$ cat src/rtl/fifo_sync.sv
// Single-clock FIFO with status flags, sticky overflow/underflow and optional first-word-fall-through.
// Latency: FWFT=0 read data one cycle after an accepted read; FWFT=1 word visible the cycle after its write.
// Backpressure: writes to a full FIFO (without a same-cycle read) and reads on empty are dropped and flagged.
module fifo_sync #(
    parameter int DATA_WIDTH      = 8,
    parameter int FIFO_DEPTH      = 16,
    parameter int ALMOST_FULL_TH  = FIFO_DEPTH - 2,
    parameter int ALMOST_EMPTY_TH = 2,
    parameter int FWFT            = 0
) (
    input  logic                          i_clk,
    input  logic                          i_reset,
    input  logic                          i_wr_en,
    input  logic [DATA_WIDTH-1:0]         i_wr_data,
    input  logic                          i_rd_en,
    input  logic                          i_flush,
    input  logic                          i_clr_err,
    output logic [DATA_WIDTH-1:0]         o_rd_data,
    output logic                          o_rd_valid,
    output logic                          o_full,
    output logic                          o_empty,
    output logic                          o_almost_full,
    output logic                          o_almost_empty,
    output logic [$clog2(FIFO_DEPTH):0]   o_count,
    output logic                          o_overflow,
    output logic                          o_underflow
);

    localparam int AW = $clog2(FIFO_DEPTH);
    localparam int CW = AW + 1;
    localparam logic [CW-1:0] DEPTH_C = CW'(FIFO_DEPTH);

    logic [DATA_WIDTH-1:0] mem [FIFO_DEPTH];
    logic [AW-1:0]         wr_ptr;
    logic [AW-1:0]         rd_ptr;
    logic [CW-1:0]         count;
    logic [CW-1:0]         count_nxt;

    logic rd_acc;
    logic wr_acc;
    logic rd_do;
    logic wr_do;
    logic wr_rej;
    logic rd_rej;

    // A full FIFO still takes a write when a read frees a slot in the same cycle;
    // flush and reset cancel both sides and never count as errors.
    always_comb begin
        rd_acc = i_rd_en && (count != '0);
        wr_acc = i_wr_en && ((count != DEPTH_C) || rd_acc);
        rd_do  = rd_acc && !i_flush && !i_reset;
        wr_do  = wr_acc && !i_flush && !i_reset;
        wr_rej = i_wr_en && !wr_acc && !i_flush;
        rd_rej = i_rd_en && !rd_acc && !i_flush;
    end

    always_comb begin
        count_nxt = count;
        if (i_reset || i_flush) begin
            count_nxt = '0;
        end else begin
            case ({wr_do, rd_do})
                2'b10:   count_nxt = count + 1'b1;
                2'b01:   count_nxt = count - 1'b1;
                default: count_nxt = count;
            endcase
        end
    end

    always_ff @(posedge i_clk) begin
        if (i_reset || i_flush) begin
            wr_ptr <= '0;
            rd_ptr <= '0;
        end else begin
            if (wr_do) wr_ptr <= wr_ptr + 1'b1;
            if (rd_do) rd_ptr <= rd_ptr + 1'b1;
        end
    end

    // Flags are registered from the next count so they always agree with o_count.
    always_ff @(posedge i_clk) begin
        count          <= count_nxt;
        o_full         <= (count_nxt == DEPTH_C);
        o_empty        <= (count_nxt == '0);
        o_almost_full  <= (int'(count_nxt) >= ALMOST_FULL_TH);
        o_almost_empty <= (int'(count_nxt) <= ALMOST_EMPTY_TH);
    end

    assign o_count = count;

    always_ff @(posedge i_clk) begin
        if (i_reset) begin
            o_overflow  <= 1'b0;
            o_underflow <= 1'b0;
        end else begin
            o_overflow  <= wr_rej || (o_overflow  && !i_clr_err);
            o_underflow <= rd_rej || (o_underflow && !i_clr_err);
        end
    end

    always_ff @(posedge i_clk) begin
        if (wr_do) mem[wr_ptr] <= i_wr_data;
    end

    generate
        if (FWFT == 0) begin : g_std_read
            logic [DATA_WIDTH-1:0] rd_data_q;
            logic                  rd_valid_q;

            always_ff @(posedge i_clk) begin
                if (i_reset) begin
                    rd_data_q  <= '0;
                    rd_valid_q <= 1'b0;
                end else begin
                    rd_valid_q <= rd_do;
                    if (rd_do) rd_data_q <= mem[rd_ptr];
                end
            end

            assign o_rd_data  = rd_data_q;
            assign o_rd_valid = rd_valid_q;
        end else begin : g_fwft_read
            // Head word is masked while empty so stale memory never leaks out after reset or flush.
            assign o_rd_data  = o_empty ? '0 : mem[rd_ptr];
            assign o_rd_valid = !o_empty;
        end
    endgenerate

endmodule

$ cat config.mk
export PLATFORM = sky130hd
export DESIGN_NAME = fifo_sync
export DESIGN_NICKNAME = d
export VERILOG_FILES = /design/src/rtl/fifo_sync.sv
export SDC_FILE = /design/constraint.sdc
export NUM_CORES = 1
export LEC_CHECK = 0
export BUFFER_PORTS_ARGS = -buffer_cell sky130_fd_sc_hd__buf_2
export CAP_MARGIN = 30
export CORE_ASPECT_RATIO = 2
export CORE_MARGIN = 10
export CORE_UTILIZATION = 60
export CTS_CLUSTER_SIZE = 8
export DETAILED_ROUTE_END_ITERATION = 10
export GPL_ROUTABILITY_DRIVEN = 1
export PLACE_DENSITY_LB_ADDON = 0.1
export SYNTH_ARGS = -nofsm -noshare
export SYNTH_HDL_FRONTEND = slang
export SYNTH_SLANG_ARGS = --single-unit
export TNS_END_PERCENT = 5
$ cat constraint.sdc
create_clock -name i_clk -period 4.7 [get_ports i_clk]
set_clock_uncertainty 0.1 [all_clocks]
set_input_delay 0.94 -clock i_clk [delete_from_list [all_inputs] [get_ports i_clk]]
set_output_delay 0.94 -clock i_clk [all_outputs]
set_load 0.005 [all_outputs]
==> metrics.md, run 1 <==
| Metric | Value |
|---|---|
| Status | `finished, final reports clean` |
| Share of cells above drive strength 1 | `0.244` |
| RSZ-0062 raised after global routing | `no` |
| First-pass DRT Iterations | `6` |
| Fin crit period | `3730 ps` |
| Routed Antenna Nets | `0` |
| Static leakage | `2.45 nW` |
| Worst slack at placement | `580 ps` |
| Number of global-route vias before repair | `3302` |
| Largest cells by area after synthesis | `edfxtp_1, dfxtp_1, mux4_1` |
| # IOs | `34` |
| Clock Latency Late Sink | `420 ps` |
| Complex-gate fraction of the synthesized area | `0.0220` |
| Worst setup EP type | `flip-flop` |
| Synth Warn # | `0` |
| # DRC | `0` |
| H-tree Lvls | `4` |
| Crit path to | `o_almost_full$_DFF_P_` |
| Xor/xnor share of the synthesized area | `0.0139` |
| Largest stage delay on the critical path | `570 ps` |
| Largest family of logic cells by synthesized area | `multiplexers` |
| Crit-path slowest cell | `or4_1` |
| Achievable Freq | `268 MHz` |
| Vias | `3124` |
| Synth Area in Simple Gates | `0.0644` |
| Fraction of registers with async set/reset | `0` |
| Most frequent cells in the layout | `edfxtp_1, buf_2, nand2_1` |
| Post-synthesis adder-cell area fraction | `0.0159` |
| R2R Path Start | `o_count[2]$_DFF_P_` |
| Die W | `92.5 um` |
| Nets | `406` |
| Initial antenna violation count | `0` |
| RR Endpoint | `o_almost_full$_DFF_P_` |
| Worst hold margin | `378 ps` |
| Final period util | `0.794` |
| Cell row count | `53` |
| Die ar. | `15300 um^2` |
| Initial DRC Count | `186` |
| Seq/Total Area, Yosys | `0.698` |
| Post-synth EDFFs | `128` |
| Crit-path max FO | `10` |
| Peak VDD IR | `0.346 mV` |
| Core area | `10400 um^2` |
| Max clock buf depth | `2` |
| Arrival time at the worst endpoint | `4000 ps` |
| Cell taking the most area after synthesis | `edfxtp_1` |
| Worst path depth | `12` |
| Crit-path cells | `or4_1 -> o21a_1 -> nand2_2 -> inv_2 -> ha_1 -> xor2_1 -> ha_1 -> a21oi_1 -> xor2_1 -> or3_1 -> a21oi_1 -> a31o_2` |
| Power Density | `402 nW/um^2` |
| Total grt overflow | `0` |
| TNS Setup | `0 ps` |
| Final number of setup-violating endpoints | `0` |
| Number of I/O port buffers | `33` |
| Final worst setup slack | `966 ps` |
| Max-cap violations | `0` |
| Post-DP HPWL | `8230 um` |
| CTS Hold Buffers Added | `0` |
| DR WL/cell | `22.0 um` |
| CP delay by family, top | `simple AND/OR/NAND/NOR gates` |
| Crit path launch | `o_count[2]$_DFF_P_` |
| CTS Buf Count | `17` |
| Top cell type's share of synthesized area | `0.609` |
| Die Y-Extent | `165 um` |
| Final Max Tran Viols | `0` |
| Overall Global Routing Usage | `0.163` |
| First-pass GRT wire length | `18300 um` |
| Initial Utilization | `0.606` |
| CTS root buffer | `clkbuf_16` |
| Worst path required time | `4970 ps` |
| Synth unique cells | `45` |
| Commonest non-fill, non-tap cell in the layout | `edfxtp_1` |
| Worst Hold Class | `reg -> reg` |
| Main flop type after synthesis | `edfxtp_1` |
| FF-to-FF setup slack | `970 ps` |
| Finished Cell Area | `7150 um^2` |
| Clk slew on worst S/H paths | `60 ps` |
| Final Hold Fails | `0` |
| Post-CTS resize count | `0` |
| Post-CTS Setup Bufs | `0` |
| Worst relative slew slack | `0.395` |
| Routability cong. | `0.782` |
| Mean instance size in the synthesized netlist | `18.2 um^2` |
| Largest net degree at the start of global routing | `36` |
| CTS Sinks | `156` |
| Worst setup SP type | `flip-flop` |
| Worst-Margin Slew | `904 ps` |
| Multiplexer share of the synthesized area | `0.160` |
| Buf+Inv Stages, Crit Path | `1` |
| Via density | `5.85` |
| Worst reg2reg path depth | `12` |
| CTS tree | `done` |
| WS Path Type | `reg -> reg` |
| Post-synthesis cell area | `6310 um^2` |
| FF+latch count, synth | `156` |
| Syn-to-layout area delta | `13.2%` |
| Placed cell area | `6570 um^2` |
| Final Routed Wirelength | `11700 um` |
| Mapped Cells | `346` |
| ANT cells | `0` |
| Syn_nets | `368` |
==> where the power goes <==
| group | switching, mW | total [mW] | internal (mW) | leakage (nW) |
|---|---|---|---|---|
| Clock | 0.571 | 1.32 | 0.751 | 0.279 |
| Combinational | 0.0319 | 0.0495 | 0.0176 | 0.791 |
| Sequential | 0.00288 | 1.50 | 1.50 | 1.38 |
| Total | 0.605 | 2.87 | 2.27 | 2.45 |
==> worst min-delay path by stage <==
stage,startpoint,end,slack (ps),cells past startpoint
3_3_place_gp,o_rd_data[5]$_SDFFE_PP0P_,o_rd_data[5]$_SDFFE_PP0P_,360,2
5_1_grt,o_rd_data[4]$_SDFFE_PP0P_,o_rd_data[4]$_SDFFE_PP0P_,400,2
3_5_place_dp,o_rd_data[5]$_SDFFE_PP0P_,o_rd_data[5]$_SDFFE_PP0P_,360,2
2_1_floorplan,o_rd_data[0]$_SDFFE_PP0P_,o_rd_data[0]$_SDFFE_PP0P_,370,2
4_1_cts,o_rd_data[3]$_SDFFE_PP0P_,o_rd_data[3]$_SDFFE_PP0P_,380,2
6_report,o_rd_data[3]$_SDFFE_PP0P_,o_rd_data[3]$_SDFFE_PP0P_,380,2
==> layout make-up <==
cell class	count	area (um^2)
Clock buffer	18	429
Clock inverter	14	149
Fill cell	686	3270
Inverter	9	33.8
Multi-Input combinational cell	163	1750
Sequential cell	156	4410
Tap cell	137	171
Timing Repair Buffer	37	208
==> state kept, by name (all words and copies together), names as in the netlist <==
signal and cells:
mem 128, o_almost_empty 1, o_almost_full 1, o_count 5, o_empty 1, o_full 1, o_overflow 1, o_rd_data 8
o_rd_valid 1, o_underflow 1, rd_ptr 4, wr_ptr 4
==> cells by family after synthesis <==
| kind of cell | count (synthesis) |
|---|---|
| compound gates | 19 |
| fa+ha+maj | 8 |
| simple gates | 83 |
| xor+xnor | 10 |
| flops | 156 |
| buf+inv | 27 |
| mux | 43 |
==> tightest hold or removal path, cell delays in order, from the launching register on <==
cell and delay (ps):
dfxtp_1 310, nand3b_1 80, nand2_1 50
==> routing by layer <==
metal  up-vias  wire, um  global-route usage  share of wire
met5         -         0                   0              0
met1      1569      3970               0.155           0.34
met2        84      6900               0.308           0.59
met3        18       510              0.0432          0.044
li1       1453         -                   -              -
met4         0       344              0.0860          0.029
==> per-stage QoR <==
| step | util | power, mW | cells |
|---|---|---|---|
| after floorplan | - | 1.55 | 346 |
| after global placement | 0.629 | 1.58 | 501 |
| after detailed placement | 0.631 | 1.58 | 502 |
| after CTS | 0.686 | 2.90 | 534 |
| after global routing | 0.686 | 2.96 | 534 |
| final | 0.686 | 2.87 | 534 |
==> synthesized netlist by cell type, drive strengths merged, types with 3 or more instances <==
| cell | count |
|---|---|
| o21ai | 4 |
| mux2i | 3 |
| buf | 12 |
| a21oi | 5 |
| inv | 9 |
| mux4 | 40 |
| xor2 | 7 |
| edfxtp | 128 |
| nand2 | 30 |
| nor3 | 5 |
| nor2 | 22 |
| clkbuf | 6 |
| ha | 8 |
| xnor2 | 3 |
| dfxtp | 28 |
| nand3b | 9 |
Power figures use the tool's default switching activity.
==> run 2, diff against run 1 <==
- clock period: 4.7 -> 3.8 ns (I/O delays scaled with it)
==> metrics.md, run 2 (synthesis results as in run 1) <==
| Metric | Value |
|---|---|
| First-pass GRT wire length | `18900 um (was 18300 um)` |
| Arrival time at the worst endpoint | `3800 ps (was 4000 ps)` |
| TNS Setup | `0 ps (unchanged)` |
| Final Max Tran Viols | `0 (unchanged)` |
| Power Density | `479 nW/um^2 (was 402 nW/um^2)` |
| Worst hold margin | `376 ps (was 378 ps)` |
| Post-CTS resize count | `0 (unchanged)` |
| Biggest register | `mem (unchanged)` |
| Final Routed Wirelength | `12000 um (was 11700 um)` |
| Die ar. | `15300 um^2 (unchanged)` |
| Crit-path max FO | `10 (unchanged)` |
| Static leakage | `2.54 nW (was 2.45 nW)` |
| Initial antenna violation count | `0 (unchanged)` |
| Crit path to | `o_almost_full$_DFF_P_ (unchanged)` |
| Worst path required time | `4060 ps (was 4970 ps)` |
| Clk slew on worst S/H paths | `70 ps (was 60 ps)` |
| H-tree Lvls | `4 (unchanged)` |
| RSZ-0062 raised after global routing | `no (unchanged)` |
| Max reg flops | `128 (unchanged)` |
| Total grt overflow | `0 (unchanged)` |
| Number of global-route vias before repair | `3408 (was 3302)` |
| CTS Hold Buffers Added | `0 (unchanged)` |
| Placed Cells | `521 (was 502)` |
| Crit-path slowest cell | `or4_1 (unchanged)` |
| CTS Sinks | `156 (unchanged)` |
| Worst Hold Class | `reg -> reg (unchanged)` |
| Worst setup SP type | `flip-flop (unchanged)` |
| Largest stage delay on the critical path | `580 ps (was 570 ps)` |
| Syn-to-layout area delta | `14.8% (was 13.2%)` |
| Max clock buf depth | `2 (unchanged)` |
| Worst relative slew slack | `0.559 (was 0.395)` |
| Worst reg2reg path depth | `12 (unchanged)` |
| CTS tree | `done (unchanged)` |
| Clock Latency Late Sink | `420 ps (about the same)` |
| Final Hold Fails | `0 (unchanged)` |
| R2R Path Start | `o_count[2]$_DFF_P_ (unchanged)` |
| Largest net degree at the start of global routing | `36 (unchanged)` |
| # IOs | `34 (unchanged)` |
| Die Y-Extent | `165 um (unchanged)` |
| # DRC | `0 (unchanged)` |
| Fin crit period | `3540 ps (was 3730 ps)` |
| Post-CTS Setup Bufs | `0 (unchanged)` |
| Finished Cell Area | `7250 um^2 (was 7150 um^2)` |
| WS Path Type | `reg -> reg (unchanged)` |
| Cell row count | `53 (unchanged)` |
| Routed Antenna Nets | `0 (unchanged)` |
| Die W | `92.5 um (unchanged)` |
| Crit path launch | `o_count[2]$_DFF_P_ (unchanged)` |
| Worst path depth | `12 (unchanged)` |
| Core area | `10400 um^2 (unchanged)` |
| ANT cells | `0 (unchanged)` |
| First-pass DRT Iterations | `4 (was 6)` |
| Nets | `425 (was 406)` |
| Initial Utilization | `0.606 (unchanged)` |
| Peak VDD IR | `0.426 mV (was 0.346 mV)` |
| Achievable Freq | `283 MHz (was 268 MHz)` |
| RR Endpoint | `o_almost_full$_DFF_P_ (unchanged)` |
| DR WL/cell | `21.7 um (was 22.0 um)` |
| Most frequent cells in the layout | `edfxtp_1, buf_2, nand2_1 (unchanged)` |
| Via density | `5.81 (was 5.85)` |
| Non-Filler Instances | `553 (was 534)` |
| Placed cell area | `6690 um^2 (was 6570 um^2)` |
| CP delay by family, top | `simple AND/OR/NAND/NOR gates (unchanged)` |
| Number of I/O port buffers | `33 (unchanged)` |
| Routability cong. | `0.753 (was 0.782)` |
| Worst setup EP type | `flip-flop (unchanged)` |
| Buf+Inv Stages, Crit Path | `1 (unchanged)` |
| Max-cap violations | `0 (unchanged)` |
| CTS Buf Count | `17 (unchanged)` |
| Final period util | `0.931 (was 0.794)` |
| FF-to-FF setup slack | `260 ps (was 970 ps)` |
| Post-DP HPWL | `8410 um (was 8230 um)` |
| Final number of setup-violating endpoints | `0 (unchanged)` |
| Crit-path cells | `or4_1 -> o21a_1 -> nand2_2 -> inv_2 -> ha_1 -> xor2_1 -> ha_1 -> a21oi_1 -> xor2_1 -> or3_1 -> a21oi_1 -> a31o_2 (unchanged)` |
| Share of cells above drive strength 1 | `0.276 (was 0.244)` |
| Status | `finished, final reports clean (unchanged)` |
| Initial DRC Count | `147 (was 186)` |
| Overall Global Routing Usage | `0.170 (was 0.163)` |
| Commonest non-fill, non-tap cell in the layout | `edfxtp_1 (unchanged)` |
| CTS root buffer | `clkbuf_16 (unchanged)` |
| Worst-Margin Slew | `661 ps (was 904 ps)` |
| Vias | `3214 (was 3124)` |
run 2: cell count changes in the layout (fill, tap and decap cells not counted):
cell / change
buf_4: +20
clkinv_4: +4
inv_6: -3
buf_12: -1
bufinv_16: -1
clkbuf_1: -1
clkinv_2: +1
clkinvlp_4: -1
dfxtp_1: +1
dfxtp_2: -1
inv_4: +1
nor3_1: +1
nor3_2: -1
run 2: final cells by class:
| class | count | area [um^2] |
|---|---|---|
| sequential | 156 | 4410 |
| tap | 137 | 171 |
| fill | 687 | 3160 |
| clock inverter | 15 | 131 |
| multi-input combinational | 163 | 1740 |
| timing repair buffer | 56 | 338 |
| clock buffer | 17 | 425 |
| inverter | 9 | 33.8 |
run 2: metal layers:
layer,global-route usage,wire [um],part of all wire
met1,0.164,4080,0.34
met3,0.0519,434,0.036
met2,0.315,7140,0.60
met5,0,0,0
met4,0.0860,320,0.027
run 2: stage by stage:
step / setup slack [ps] / power, mW / util
final: 261 / 3.47 / 0.696
after global routing: 74.7 / 3.60 / 0.696
after CTS: 275 / 3.51 / 0.696
after detailed placement: 244 / 1.96 / 0.643
after global placement: 304 / 1.95 / 0.643
after floorplan: 361 / 1.92 / -
run 2: worst min path at each step:
stage                                    from                        end  slack [ps]  depth (start not counted)
finish              o_rd_data[5]$_SDFFE_PP0P_  o_rd_data[5]$_SDFFE_PP0P_         380                          2
global route        o_rd_data[4]$_SDFFE_PP0P_  o_rd_data[4]$_SDFFE_PP0P_         390                          2
CTS                 o_rd_data[5]$_SDFFE_PP0P_  o_rd_data[5]$_SDFFE_PP0P_         380                          2
detailed placement  o_rd_data[5]$_SDFFE_PP0P_  o_rd_data[5]$_SDFFE_PP0P_         360                          2
global placement    o_rd_data[6]$_SDFFE_PP0P_  o_rd_data[6]$_SDFFE_PP0P_         360                          2
floorplan           o_rd_data[0]$_SDFFE_PP0P_  o_rd_data[0]$_SDFFE_PP0P_         370                          2
run 2: power breakdown:
group / total (mW) / internal [mW] / switching [mW]
Combinational: 0.0625 / 0.0227 / 0.0398
Sequential: 1.86 / 1.85 / 0.00370
Clock: 1.56 / 0.858 / 0.698
Total: 3.47 / 2.73 / 0.741
run 2: worst reg2reg max path, stage by stage, from the launching register on:
cell and delay [ps]:
dfxtp_1 400, or4_1 590, o21a_1 270, nand2_2 230, inv_2 120, ha_1 240, xor2_1 170, ha_1 210
a21oi_1 150, xor2_1 90, or3_1 310, a21oi_1 400, a31o_2 230
